## config.mk

```make
export PLATFORM = sky130hd
export DESIGN_NAME = sa_autosa_ssa_sync_evt_rx
export DESIGN_NICKNAME = d
export VERILOG_FILES = /design/src/rtl/sa_autosa_ssa_sync_evt_rx.sv
export SDC_FILE = /design/constraint.sdc
export NUM_CORES = 1
export LEC_CHECK = 0
export CORE_MARGIN = 1.5
export CORE_UTILIZATION = 45
export DETAILED_ROUTE_END_ITERATION = 10
export DONT_BUFFER_PORTS = 1
export GPL_TIMING_DRIVEN = 0
export HOLD_SLACK_MARGIN = 0.08
export SYNTH_ARGS = -nofsm -noshare
export SYNTH_HDL_FRONTEND = slang
export SYNTH_SLANG_ARGS = --single-unit
```

## constraint.sdc

```tcl
create_clock -name o_clk -period 3.4 [get_ports o_clk]
set_clock_uncertainty 0.05 [all_clocks]
set_input_delay 0.51 -clock o_clk [delete_from_list [all_inputs] [get_ports o_clk]]
set_output_delay 0.51 -clock o_clk [all_outputs]
set_load 0.01 [all_outputs]
```

## src/rtl/sa_autosa_ssa_sync_evt_rx.sv

```systemverilog
// Destination-side event receiver for a toggle synchronizer.
// Each level toggle becomes one queued event, presented on a valid/ready handshake.
module sa_autosa_ssa_sync_evt_rx #(
  parameter int CNT_W    = 4,
  parameter int TOT_W    = 16,
  parameter int INIT_CYC = 4
) (
  input  logic             o_clk,
  input  logic             o_rst,
  input  logic             sync_q,
  output logic             evt_valid,
  input  logic             evt_ready,
  output logic [CNT_W-1:0] evt_pending,
  output logic             evt_ovf,
  input  logic             ovf_clr,
  output logic [TOT_W-1:0] evt_total,
  output logic             armed
);

  localparam int IW = (INIT_CYC > 1) ? $clog2(INIT_CYC + 1) : 1;
  localparam logic [IW-1:0] INIT_LAST = IW'(INIT_CYC - 1);
  localparam logic [CNT_W-1:0] CNT_MAX = {CNT_W{1'b1}};

  typedef enum logic {
    ST_INIT = 1'b0,
    ST_RUN  = 1'b1
  } state_t;

  state_t           state_q, state_d;
  logic [IW-1:0]    init_cnt_q, init_cnt_d;
  logic             sq_q, sq_d;
  logic [CNT_W-1:0] pend_q, pend_d;
  logic             valid_q, valid_d;
  logic             ovf_q, ovf_d;
  logic [TOT_W-1:0] tot_q, tot_d;

  logic edge_w;
  logic acc_w;

  // The baseline level is always refreshed so the first RUN cycle compares
  // against the level seen at the end of INIT, never against reset.
  assign edge_w = (state_q == ST_RUN) & (sync_q ^ sq_q);
  assign acc_w  = (state_q == ST_RUN) & valid_q & evt_ready;

  always_comb begin
    state_d    = state_q;
    init_cnt_d = init_cnt_q;
    sq_d       = sync_q;
    pend_d     = pend_q;
    ovf_d      = ovf_q;
    tot_d      = tot_q;
    unique case (state_q)
      ST_INIT: begin
        init_cnt_d = init_cnt_q + 1'b1;
        if (init_cnt_q == INIT_LAST) begin
          state_d = ST_RUN;
        end
      end
      ST_RUN: begin
        if (ovf_clr) begin
          ovf_d = 1'b0;
        end
        if (edge_w) begin
          tot_d = tot_q + 1'b1;
        end
        unique case ({edge_w, acc_w})
          2'b10: begin
            if (pend_q != CNT_MAX) begin
              pend_d = pend_q + 1'b1;
            end else begin
              ovf_d = 1'b1;
            end
          end
          2'b01:   pend_d = pend_q - 1'b1;
          default: pend_d = pend_q;
        endcase
      end
      default: state_d = ST_INIT;
    endcase
    valid_d = (pend_d != '0);
  end

  always_ff @(posedge o_clk) begin
    if (o_rst) begin
      state_q    <= ST_INIT;
      init_cnt_q <= '0;
      sq_q       <= 1'b0;
      pend_q     <= '0;
      valid_q    <= 1'b0;
      ovf_q      <= 1'b0;
      tot_q      <= '0;
    end else begin
      state_q    <= state_d;
      init_cnt_q <= init_cnt_d;
      sq_q       <= sq_d;
      pend_q     <= pend_d;
      valid_q    <= valid_d;
      ovf_q      <= ovf_d;
      tot_q      <= tot_d;
    end
  end

  assign evt_valid   = valid_q;
  assign evt_pending = pend_q;
  assign evt_ovf     = ovf_q;
  assign evt_total   = tot_q;
  assign armed       = (state_q == ST_RUN);

endmodule

```

After elaboration in Yosys (flattened, before gate mapping)
Cells that the tools add are included.
W data, S select, Z words.
{ "classes": {"addsub": 4, "n_eq_ne": 4, "muxes": 8, "bitwise": 4, "reduce_logical": 2} }
{ "op_table": {"columns": ["cell", "count"], "rows": [
  ["$add A16 B1 Y16 const B", 1],
  ["$mux W4", 2],
  ["$pmux W4 S2", 1],
  ["$mux W1", 5],
  ["$add A4 B1 Y4 const B", 1],
  ["$ne A4 B4 Y1 const B", 1],
  ["$reduce_bool A4 Y1", 1],
  ["$sub A4 B1 Y4 const B", 1],
  ["$add A3 B1 Y3 const B", 1],
  ["$and A1 B1 Y1", 3],
  ["$eq A3 B2 Y1 const B", 1],
  ["$eq A2 B1 Y1 const B", 1],
  ["$eq A2 B2 Y1 const B", 1],
  ["$reduce_and A2 Y1", 1],
  ["$xor A1 B1 Y1", 1]
]} }
{ "totals": {"register_bits": 27, "input_bits": 5, "out_inout_bits": 23, "elab_cells": 29} }

Logic depth before layout (Yosys ltp)
Gate-level depths: netlist (run 1).
{ "depth": {"word_depth": 6, "ltp_mapped": 8} }

Worst setup path before layout (run 1)
OpenSTA, ideal clock, no wires.
{ "synth_timing": {"path_type": "register to register", "startpoint": "reg state_q (netlist: armed)", "endpoint": "reg valid_q (netlist: evt_valid)", "setup_time_ps": 139, "t_arrival_ps": 2162, "required_time_ps": 3211, "setup_slack_ps": 1049, "path_stages_with_launch": 9, "n_path_buf": 2, "period_less_slack_ps": 2351, "cell_sequence": "dfxtp_1 clkbuf_1 and3_1 ha_1 nor2b_1 clkbuf_1 mux2_2 a22oi_1 a41oi_1"} }
{ "synth_via": {"elab_chain_len": 6, "word_cells_on_any_way": 8, "cone_classes": "eq/ne: 2; mux: 2; bitwise: 3; reduce/logical: 1"} }
{ "synth_rtl": {"columns": ["element", "line_no", "text"], "rows": [
  ["from (decl)", "29", "state_t state_q, state_d;"],
  ["from (signal assigned)", "93", "state_q <= state_d;"],
  ["$and A1 B1 Y1 (2 in a row)", "43", "assign acc_w = (state_q == ST_RUN) & valid_q & evt_ready;"],
  ["$eq A2 B1 Y1 or $eq A2 B2 Y1 (tied branches)", "66", "unique case ({edge_w, acc_w})"],
  ["$pmux W4 S2", "66", null],
  ["$mux W4 (*)", "52", "unique case (state_q)"],
  ["$reduce_bool A4 Y1 (*)", "80", "valid_d = (pend_d != '0);"],
  ["to (signal assigned)", "97", "valid_q <= valid_d;"],
  ["to (decl)", "33", "logic valid_q, valid_d;"]
]} }
Mark *: on every way between the ends. The rest lies on a longest branch, timed or not.
A chain may end at the register's enable or synchronous reset.

Worst setup path after layout (run 1)
Same ends and word-level chain as after synthesis.

==> results_dict.tcl, run 1 <==
set metrics [dict create \
    fin_nets 174 \
    crit_path_end_kind "flop" \
    postcts_setup_bufs 0 \
    syn_avg_cell_area_sq_um 8.50 \
    synth-warning-count 0 \
    num_antenna_cells 0 \
    via_count_of_the_first_global_routing_pass 1055 \
    worst_path_dominant_cell_family "buffers and inverters" \
    vias_per_cell 5.88 \
    area_growth_syn_to_fin_pct 4.87 \
    leakage_nw 0.468 \
    setup_total_negative_slack_ns 0 \
    grt_antenna_before_repair 0 \
    placed_cells 188 \
    drive_above_1_share 0.0559 \
    start_util 0.480 \
    fp.coreArea_sq_um 2780 \
    cts_repair_resized_insts 0 \
    final_max_slew_viol_count 0 \
    timing_hold_violations_final 0 \
    post_synthesis_net_count 169 \
    routabilityCongestion 0.793 \
    via_count 1129 \
    critPathMaxFanout 10 \
    cts.htree.levels 1 \
    critPathMostFrequentCell "sky130_fd_sc_hd__clkbuf_1" \
    run_status "complete, no violations" \
    layoutNonFillerInstCount 192 \
    post-route-drc-count 0 \
    antenna_left 0 \
    crit_chain "clkbuf_1 -> and3_1 -> ha_1 -> nor2b_1 -> clkbuf_1 -> mux2_2 -> a22oi_1 -> a41oi_1" \
    slew-limit-headroom 0.687 \
    worstHoldPathType "input pin to flop" \
    cp_slowest_cell "sky130_fd_sc_hd__dfxtp_1" \
    final_min_period_over_clock_period 0.791 \
    dr.pass1.iters 4 \
    fp.dieArea_sq_um 3300 \
    grt-ovfl-total 0 \
    finish.instance_area_sq_um 1400 \
    grt_usage 0.179 \
    synth_area_sq_um 1340 \
    power_per_cell_area_nw_per_um2 369 \
    wirelength_microns 2740 \
    clock_latency_ns 0.32 \
    fmaxAchievable_mhz 372 \
    clock_path_buffers 2 \
    cts.hold.buffers_added 0 \
    netlist_instances 157 \
    grt_pass1_wl_microns 4740 \
    maximum_number_of_pins_on_one_net_before_global_route_repair 15 \
    die_height_microns 57.5 \
    start_kind "flop" \
    synth.yosys.seq_area_share 0.405 \
    max-cap-violations 0 \
    drtIter0Drc 64 \
    synth_cell_type_count 33 \
    numPortBuffers 0 \
    rsz0062_at_grt "no" \
    dp_hpwl_microns 2040 \
    peak_ir_drop_on_the_vdd_network_uv 255 \
    critPathKind "flop to flop" \
    post_drt_wl_per_cell_microns 14.2 \
    longest_individual_stage_delay_on_the_worst_path_ns 0.53 \
    cts_tree "yes" \
    ctsRootBufferMaster "sky130_fd_sc_hd__clkbuf_4" \
    cp_num_buf_inv 2 \
    worstPathArrival_ns 2.84 \
    required_ns 3.55 \
    cts_num_sinks 27 \
    worst_hold_slack_ns 0.254 \
    least_margin_pin_slew_ns 0.469 \
    number_of_failing_setup_endpoints_in_the_final_timing_report 0 \
    cts_made_buffers 3 \
    placed_cell_area_sq_um 1370 \
    postSynthRegisterBits 27 \
    row_count 19 \
    dieWidth_microns 57.5 \
    cts.clk_slew.worst_paths_ns 0.15 \
    top_level_ports 28 \
    fin_crit_ns 2.69 \
]
==> logic make-up after synthesis <==
family                     count (synthesis)  synth area share
adders and majority gates                  7            0.0656
buffers and inverters                     16            0.0459
and+or+nand+nor                           59             0.246
muxes                                      3            0.0244
AOI/OAI and AO/OA                         40             0.175
xor gates and xnor gates                   5            0.0384
DFF                                       27             0.405
==> sequential cells by signal (all words and copies together), names as in the netlist <==
register     cells
evt_total       16
evt_ovf          1
armed            1
sq_q             1
evt_pending      4
evt_valid        1
init_cnt_q       3
==> Yosys cell counts, drive strengths merged <==
cell,number,area (sq um)
or3,8,50.1
inv,9,33.8
a32oi,2,17.5
a22oi,2,15.0
and4,1,11.3
or4,4,30.0
dfxtp,27,541
nor3,1,5.00
clkbuf,5,18.8
mux2,2,22.5
a21oi,15,75.1
o31ai,4,30.0
nor2,14,52.6
buf,2,8.75
and3,3,18.8
ha,7,87.6
nor2b,3,18.8
xnor2,1,8.76
a41oi,2,17.5
a31oi,2,12.5
mux2i,1,10.0
nand3,6,42.5
nor3b,1,7.51
and2,1,6.26
nand2,10,37.5
nor4bb,1,10.0
o21ai,12,60.1
xor2,4,42.6
o22ai,1,6.26
nand4,6,37.5
==> area by class of cell <==
class | instances | area [sq um]
Buffer | 7 | 27.5
Clock buffer | 4 | 26.3
Fill cell | 278 | 1380
Inverter | 9 | 33.8
Multi-Input combinational cell | 114 | 733
Sequential cell | 27 | 541
Tap cell | 31 | 38.8
==> where the power goes <==
part | switching (W) | internal [W]
combinational | 0.0000252 | 0.0000167
clock | 0.0000925 | 0.0000458
sequential | 0.00000929 | 0.000326
total | 0.000127 | 0.000389
==> placed cells by master (no fill, tap or decap) <==
master	n
sky130_fd_sc_hd__nor2b_1	3
sky130_fd_sc_hd__clkbuf_4	3
sky130_fd_sc_hd__nand3_1	5
sky130_fd_sc_hd__inv_1	9
sky130_fd_sc_hd__nand2_1	10
sky130_fd_sc_hd__mux2_2	2
sky130_fd_sc_hd__nor4bb_1	1
sky130_fd_sc_hd__nand4_1	6
sky130_fd_sc_hd__mux2i_1	1
sky130_fd_sc_hd__dfxtp_1	27
sky130_fd_sc_hd__or4_1	4
sky130_fd_sc_hd__buf_2	1
sky130_fd_sc_hd__a21oi_1	15
sky130_fd_sc_hd__a32oi_1	2
sky130_fd_sc_hd__nor3_1	1
sky130_fd_sc_hd__a41oi_1	2
sky130_fd_sc_hd__buf_1	1
sky130_fd_sc_hd__and3_1	3
sky130_fd_sc_hd__nor2_1	14
sky130_fd_sc_hd__o31ai_1	4
sky130_fd_sc_hd__or3_1	8
sky130_fd_sc_hd__clkbuf_1	6
sky130_fd_sc_hd__nand3_4	1
sky130_fd_sc_hd__xnor2_1	1
sky130_fd_sc_hd__xor2_2	1
sky130_fd_sc_hd__nor3b_1	1
sky130_fd_sc_hd__a31oi_1	2
sky130_fd_sc_hd__and2_1	1
sky130_fd_sc_hd__o22ai_1	1
sky130_fd_sc_hd__a22oi_1	2
sky130_fd_sc_hd__and4_4	1
sky130_fd_sc_hd__o21ai_0	12
sky130_fd_sc_hd__ha_1	7
sky130_fd_sc_hd__xor2_1	3
==> through the flow <==
step	power, W	setup slack, ns	utilization
floorplan	0.000374	1.05	-
global placement	0.000381	0.768	0.494
detailed placement	0.000385	0.737	0.494
CTS	0.000523	0.713	0.503
global route	0.000542	0.434	0.503
finish	0.000516	0.712	0.503
==> layer usage <==
metal	part of all wire	track usage
met4	0.013	0.0465
met3	0.042	0.0454
met1	0.47	0.233
met5	0	0
met2	0.47	0.294
==> worst paths after layout <==
| kind | startpoint | end | slack [ns] | depth (start not counted) |
|---|---|---|---|---|
| setup reg to reg | armed$_SDFF_PP0_ | evt_valid$_SDFF_PP0_ | 0.71 | 8 |
| setup / recovery | armed$_SDFF_PP0_ | evt_valid$_SDFF_PP0_ | 0.71 | 8 |
| hold reg to reg | init_cnt_q[2]$_SDFFE_PP0N_ | init_cnt_q[2]$_SDFFE_PP0N_ | 0.46 | 2 |
| hold / removal | sync_q | sq_q$_SDFF_PP0_ | 0.25 | 1 |
No activity file was read; power rests on OpenSTA's default activity.
==> inputs of run 2 (changes only) <==
ABC_AREA = 1   (was not set)
clock period = 2.3 ns   (was 3.4 ns; I/O delays follow)
==> run 2 against run 1 <==
Effect of this change: clock power increased by 57%; largest cell class unchanged; global-route usage increased by 1.6 points; count of clock-buffer cells in the layout unchanged; combinational power increased by 62%; highest routed layer unchanged; flip-flop and latch count unchanged; wire length increased by 21%; critical endpoint unchanged; power increased by 52%.
==> results_dict.tcl, run 2 <==
set metrics [dict create \
    die_height_microns 61.1 \
    cts_num_sinks 27 \
    layout_commonest_cell "sky130_fd_sc_hd__nand2_1" \
    mostFrequentLayoutCells "sky130_fd_sc_hd__nand2_1, sky130_fd_sc_hd__nor2_1, sky130_fd_sc_hd__inv_1, sky130_fd_sc_hd__dfxtp_1, sky130_fd_sc_hd__a21oi_1" \
    antenna_left 0 \
    synth_flop_cell "sky130_fd_sc_hd__dfxtp_1" \
    worstHoldPathType "input pin to flop" \
    number_of_failing_setup_endpoints_in_the_final_timing_report 0 \
    critPathKind "input pin to flop" \
    top_level_ports 28 \
    worst_path_dominant_cell_family "buffers and inverters" \
    share_of_synthesized_flip_flops_with_an_asynchronous_set_or_reset 0 \
    post-synth-top-area-fraction 0.356 \
    cts_made_buffers 3 \
    fmaxAchievable_mhz 455 \
    dieWidth_microns 61.1 \
    syn_avg_cell_area_sq_um 6.52 \
    synth-warning-count 0 \
    cts.clk_slew.worst_paths_ns 0.15 \
    dr.pass1.iters 4 \
    wirelength_met1_microns 1640 \
    crit_chain "dlygate4sd3_1 -> inv_1 -> nand2_1 -> nand3_4 -> buf_2 -> ha_1 -> nor2_4 -> o21ai_1 -> nand2_1 -> nand2_1 -> inv_2 -> nand2_2 -> nand2_2 -> nand3_2" \
    placement_stage_worst_setup_slack_ns 0.184 \
    synth.cells.most_frequent "sky130_fd_sc_hd__nand2_1, sky130_fd_sc_hd__nor2_1, sky130_fd_sc_hd__inv_1" \
    timing_hold_violations_final 0 \
    postSynthRegisterBits 27 \
    layoutNonFillerInstCount 283 \
    fp.coreArea_sq_um 3130 \
    largest_reg_flops 16 \
    num_antenna_cells 0 \
    detailroute.wirelength.met3_microns 186 \
    cts_tree "yes" \
    setup_total_negative_slack_ns 0 \
    row_count 20 \
    critPathMostFrequentCell "sky130_fd_sc_hd__nand2_1" \
    critPathMaxFanout 10 \
    post-route-worst-setup-slack_ns 0.103 \
    finish.instance_area_sq_um 1620 \
    peak_ir_drop_on_the_vdd_network_uv 362 \
    grt_usage 0.194 \
    placed_cell_area_sq_um 1580 \
    placed_cells 277 \
    post-route-drc-count 0 \
    post_drt_wl_per_cell_microns 11.7 \
    synth_area_sq_um 1520 \
    vias_per_cell 4.94 \
    post_synthesis_net_count 245 \
    routabilityCongestion 0.785 \
    grt_pass1_wl_microns 5460 \
    power_w 0.000787 \
    slew-limit-headroom 0.644 \
    via_count 1398 \
    grt-ovfl-total 0 \
    power_per_cell_area_nw_per_um2 485 \
    routed.top_layer "met4" \
    ctsRootBufferMaster "sky130_fd_sc_hd__clkbuf_4" \
    start_util 0.486 \
    wirelength_microns 3310 \
    grt_antenna_before_repair 0 \
    drive_above_1_share 0.0837 \
    netlist_top_cells_area "sky130_fd_sc_hd__dfxtp_1, sky130_fd_sc_hd__nand2_1, sky130_fd_sc_hd__nor2_1, sky130_fd_sc_hd__inv_1, sky130_fd_sc_hd__ha_1" \
    leakage_nw 0.641 \
    final_min_period_over_clock_period 0.955 \
    fin_nets 252 \
    worstPathArrival_ns 2.39 \
    cp_num_buf_inv 4 \
    fin_crit_ns 2.20 \
    synth.yosys.seq_area_share 0.356 \
    dp_hpwl_microns 2500 \
    cts.htree.levels 1 \
    clock_latency_ns 0.33 \
    via_count_of_the_first_global_routing_pass 1245 \
    maximum_number_of_pins_on_one_net_before_global_route_repair 15 \
    final_max_slew_viol_count 0 \
    synth_top_area_cell "sky130_fd_sc_hd__dfxtp_1" \
    run_status "complete, no violations" \
    area_growth_syn_to_fin_pct 6.67 \
    netlist_instances 233 \
    drtIter0Drc 96 \
    start_kind "input pin" \
    least_margin_pin_slew_ns 0.534 \
    postcts_setup_bufs 0 \
    numPortBuffers 0 \
    longest_individual_stage_delay_on_the_worst_path_ns 0.52 \
    required_ns 2.49 \
    cp_slowest_cell "sky130_fd_sc_hd__dlygate4sd3_1" \
    yosysMostFrequentCell "sky130_fd_sc_hd__nand2_1" \
    fp.dieArea_sq_um 3740 \
    max-cap-violations 0 \
    met2_wirelength_microns 1450 \
    synth_cell_type_count 26 \
    crit_path_end_kind "flop" \
    clock_path_buffers 2 \
    synth-edff-count 0 \
]
==> run 2: worst paths after layout <==
kind / start / end / slack [ns] / depth (start not counted)
max reg2reg: armed$_SDFF_PP0_ / evt_valid$_SDFF_PP0_ / 0.18 / 11
min: ovf_clr / evt_ovf$_SDFFE_PP0P_ / 0.13 / 3
min reg2reg: init_cnt_q[0]$_SDFFE_PP0N_ / init_cnt_q[0]$_SDFFE_PP0N_ / 0.42 / 1
max: sync_q / evt_valid$_SDFF_PP0_ / 0.10 / 14
==> run 2: cell type report <==
type	instances	area, sq um
fillers	310	1510
flip-flops and latches	27	541
multi-input cells	170	832
inverters	32	120
plain buffers	4	27.5
well taps	44	55.1
repair buffers	2	20.0
clock buffers	4	26.3
==> run 2: layer usage <==
metal / up-vias / global-route usage
met5: - / 0
met4: 0 / 0.0466
met3: 4 / 0.0441
met2: 39 / 0.312
met1: 615 / 0.266
li1: 740 / -
==> run 2: logic make-up (layout without fill, tap and decap cells) <==
group	after synthesis	after routing	share of synthesized area
xor gates and xnor gates	1	1	0.00576
and+or+nand+nor	134	134	0.388
AOI/OAI and AO/OA	28	28	0.0955
adders and majority gates	7	7	0.0576
DFF	27	27	0.356
buffers and inverters	36	42	0.0971
==> run 2: tightest hold or removal path, cell delays in order <==
cell	delay (ns)
sky130_fd_sc_hd__nand2_1	0.03
sky130_fd_sc_hd__nand2_1	0.05
sky130_fd_sc_hd__a21oi_1	0.05
==> run 2: what timing repair did <==
action                                 4_1_cts  5_1_grt
resized for setup                            0        0
hold buffers                                 1        1
endpoints found under the hold margin        3        1
==> run 2: through the flow <==
step	utilization	hold slack, ns
floorplan	-	0.371
global placement	0.504	0.375
detailed placement	0.504	0.378
CTS	0.515	0.0849
global route	0.518	0.151
finish	0.518	0.126
==> run 2: power breakdown <==
part           internal [W]  switching [W]
sequential         0.000485      0.0000169
clock             0.0000681       0.000149
combinational     0.0000250      0.0000430
total              0.000578       0.000209
==> inputs of run 3 (changes only) <==
PLACE_DENSITY = 0.68   (was not set)
==> run 3 against run 2 <==
Effect of this change: sequential power barely moved; wire length fell by 6.2%; die area did not move; cell area rose by 0.23%; largest power group unchanged; combinational power rose by 0.7%; cell count did not move; critical endpoint unchanged; sequential share of layout area fell by 0.077 points; flip-flop and latch count did not move; fmax rose by 3.8%; largest cell class unchanged; via count fell by 2.1%; global-route usage fell by 0.77 points.
==> results_dict.tcl, run 3 (synthesized netlist as in run 2, its figures left out) <==
set metrics [dict create \
    dr.pass1.iters 4 \
    critPathKind "input pin to flop" \
    maximum_number_of_pins_on_one_net_before_global_route_repair 17 \
    clock_path_buffers 2 \
    ctsRootBufferMaster "sky130_fd_sc_hd__clkbuf_4" \
    grt_antenna_before_repair 0 \
    vias_per_cell 4.84 \
    area_growth_syn_to_fin_pct 6.91 \
    crit_chain "dlygate4sd3_1 -> inv_1 -> nand2_1 -> nand3_4 -> buf_2 -> ha_1 -> nor2_4 -> o21ai_1 -> nand2_1 -> nand2_1 -> inv_2 -> nand2_2 -> nand2_2 -> nand3_2" \
    post-route-drc-count 0 \
    power_per_cell_area_nw_per_um2 490 \
    cts_made_buffers 3 \
    routabilityCongestion 0.792 \
    min-delay-start "ovf_clr" \
    run_status "complete, no violations" \
    worstHoldPathCells 3 \
    setup_total_negative_slack_ns 0 \
    clock_latency_ns 0.35 \
    critPathMostFrequentCell "sky130_fd_sc_hd__nand2_1" \
    row_count 20 \
    cts.htree.levels 1 \
    via_count 1369 \
    layoutNonFillerInstCount 283 \
    placed_cells 277 \
    layout.filler_cells 324 \
    post_drt_wl_per_cell_microns 11.0 \
    layout.area.seq_sq_um 541 \
    drive_above_1_share 0.0879 \
    max-cap-violations 0 \
    critPathMaxFanout 10 \
    grt_pass1_wl_microns 5130 \
    fp.dieArea_sq_um 3740 \
    antenna_left 0 \
    worstReg2RegStart "armed$_SDFF_PP0_" \
    worstPathArrival_ns 2.32 \
    top_level_ports 28 \
    rsz0062_at_grt "no" \
    wirelength_microns 3110 \
    mostFrequentLayoutCells "sky130_fd_sc_hd__nand2_1, sky130_fd_sc_hd__nor2_1, sky130_fd_sc_hd__inv_1, sky130_fd_sc_hd__dfxtp_1, sky130_fd_sc_hd__a21oi_1" \
    via_count_of_the_first_global_routing_pass 1170 \
    r2r-end "evt_valid$_SDFF_PP0_" \
    final_min_period_over_clock_period 0.920 \
    start_util 0.486 \
    layout_commonest_cell "sky130_fd_sc_hd__nand2_1" \
    required_ns 2.50 \
    longest_individual_stage_delay_on_the_worst_path_ns 0.53 \
    dieWidth_microns 61.1 \
    worstHoldPathType "input pin to flop" \
    setup.reg_to_reg.worst_slack_ns 0.20 \
    least_margin_pin_slew_ns 0.540 \
    number_of_failing_setup_endpoints_in_the_final_timing_report 0 \
    cts.clk_slew.worst_paths_ns 0.15 \
    numPortBuffers 0 \
    num_antenna_cells 0 \
    peak_ir_drop_on_the_vdd_network_uv 245 \
    hold-path-endpoint "evt_ovf$_SDFFE_PP0P_" \
    fin_crit_ns 2.12 \
    leakage_nw 0.640 \
    fin_nets 252 \
    final_max_slew_viol_count 0 \
    crit_path_end_kind "flop" \
    cts_tree "yes" \
    cts_num_sinks 27 \
    start_kind "input pin" \
    dp_hpwl_microns 2330 \
    grt_usage 0.187 \
    grt-ovfl-total 0 \
    die_height_microns 61.1 \
    footprint_of_the_multi_input_gates_sq_um 832 \
    largest_reg_flops 16 \
    timing.reg2reg.worst_path_depth 11 \
    fmaxAchievable_mhz 473 \
    cp_slowest_cell "sky130_fd_sc_hd__dlygate4sd3_1" \
    drtIter0Drc 88 \
    slew-limit-headroom 0.640 \
    timing_hold_violations_final 0 \
    fp.coreArea_sq_um 3130 \
]
==> run 3: cell count changes in the layout (fill, tap and decap cells not counted) <==
cell	change
sky130_fd_sc_hd__clkinvlp_4	+1
sky130_fd_sc_hd__clkbuf_1	-1
==> run 3: cell type report <==
cell class | instances | share of cell area
plain buffers | 4 | 0.0169
clock buffers | 3 | 0.0139
clock inverters | 1 | 0.00462
inverters | 32 | 0.0739
multi-input cells | 170 | 0.512
flip-flops and latches | 27 | 0.333
well taps | 44 | 0.0339
repair buffers | 2 | 0.0123
==> run 3: worst max-delay path by stage <==
stage	from	endpoint	cells past startpoint
after CTS	armed$_SDFF_PP0_	evt_valid$_SDFF_PP0_	11
final	sync_q	evt_valid$_SDFF_PP0_	14
after floorplan	armed$_SDFF_PP0_	evt_valid$_SDFF_PP0_	11
after detailed placement	armed$_SDFF_PP0_	evt_valid$_SDFF_PP0_	11
after global routing	armed$_SDFF_PP0_	evt_valid$_SDFF_PP0_	11
after global placement	armed$_SDFF_PP0_	evt_valid$_SDFF_PP0_	11
==> run 3: per-stage QoR <==
stage | utilization | power [W] | hold slack, ns | cell area (sq um) | setup slack, ns
after floorplan | - | 0.000561 | 0.371 | 1520 | 0.446
after global placement | 0.504 | 0.000575 | 0.377 | 1580 | 0.210
after detailed placement | 0.504 | 0.000578 | 0.377 | 1580 | 0.188
after CTS | 0.520 | 0.000804 | 0.116 | 1630 | 0.173
after global routing | 0.520 | 0.000826 | 0.121 | 1630 | 0.0742
final | 0.520 | 0.000796 | 0.119 | 1630 | 0.185
==> run 3: routing by layer <==
layer  part of all wire  global-route usage
met5                  0                   0
met3              0.041              0.0378
met1               0.52               0.266
met4              0.017              0.0745
met2               0.42               0.275
==> run 3: report_power, final <==
group	switching, W	total, W	internal, W	leakage, nW
sequential	0.0000177	0.000502	0.000485	0.219
combinational	0.0000431	0.0000685	0.0000254	0.407
clock	0.000159	0.000226	0.0000669	0.0139
==> run 3: critical path: cells and delay by family <==
family	cells	cell delay (ns)
simple gates	8	0.67
compound gates	1	0.11
buf+inv	4	0.86
fa+ha+maj	1	0.34
==> run 3: what timing repair did <==
item	CTS	global route
endpoints found under the hold margin	4	0
setup buffers	0	0
resized for setup	0	0
hold buffers	2	0
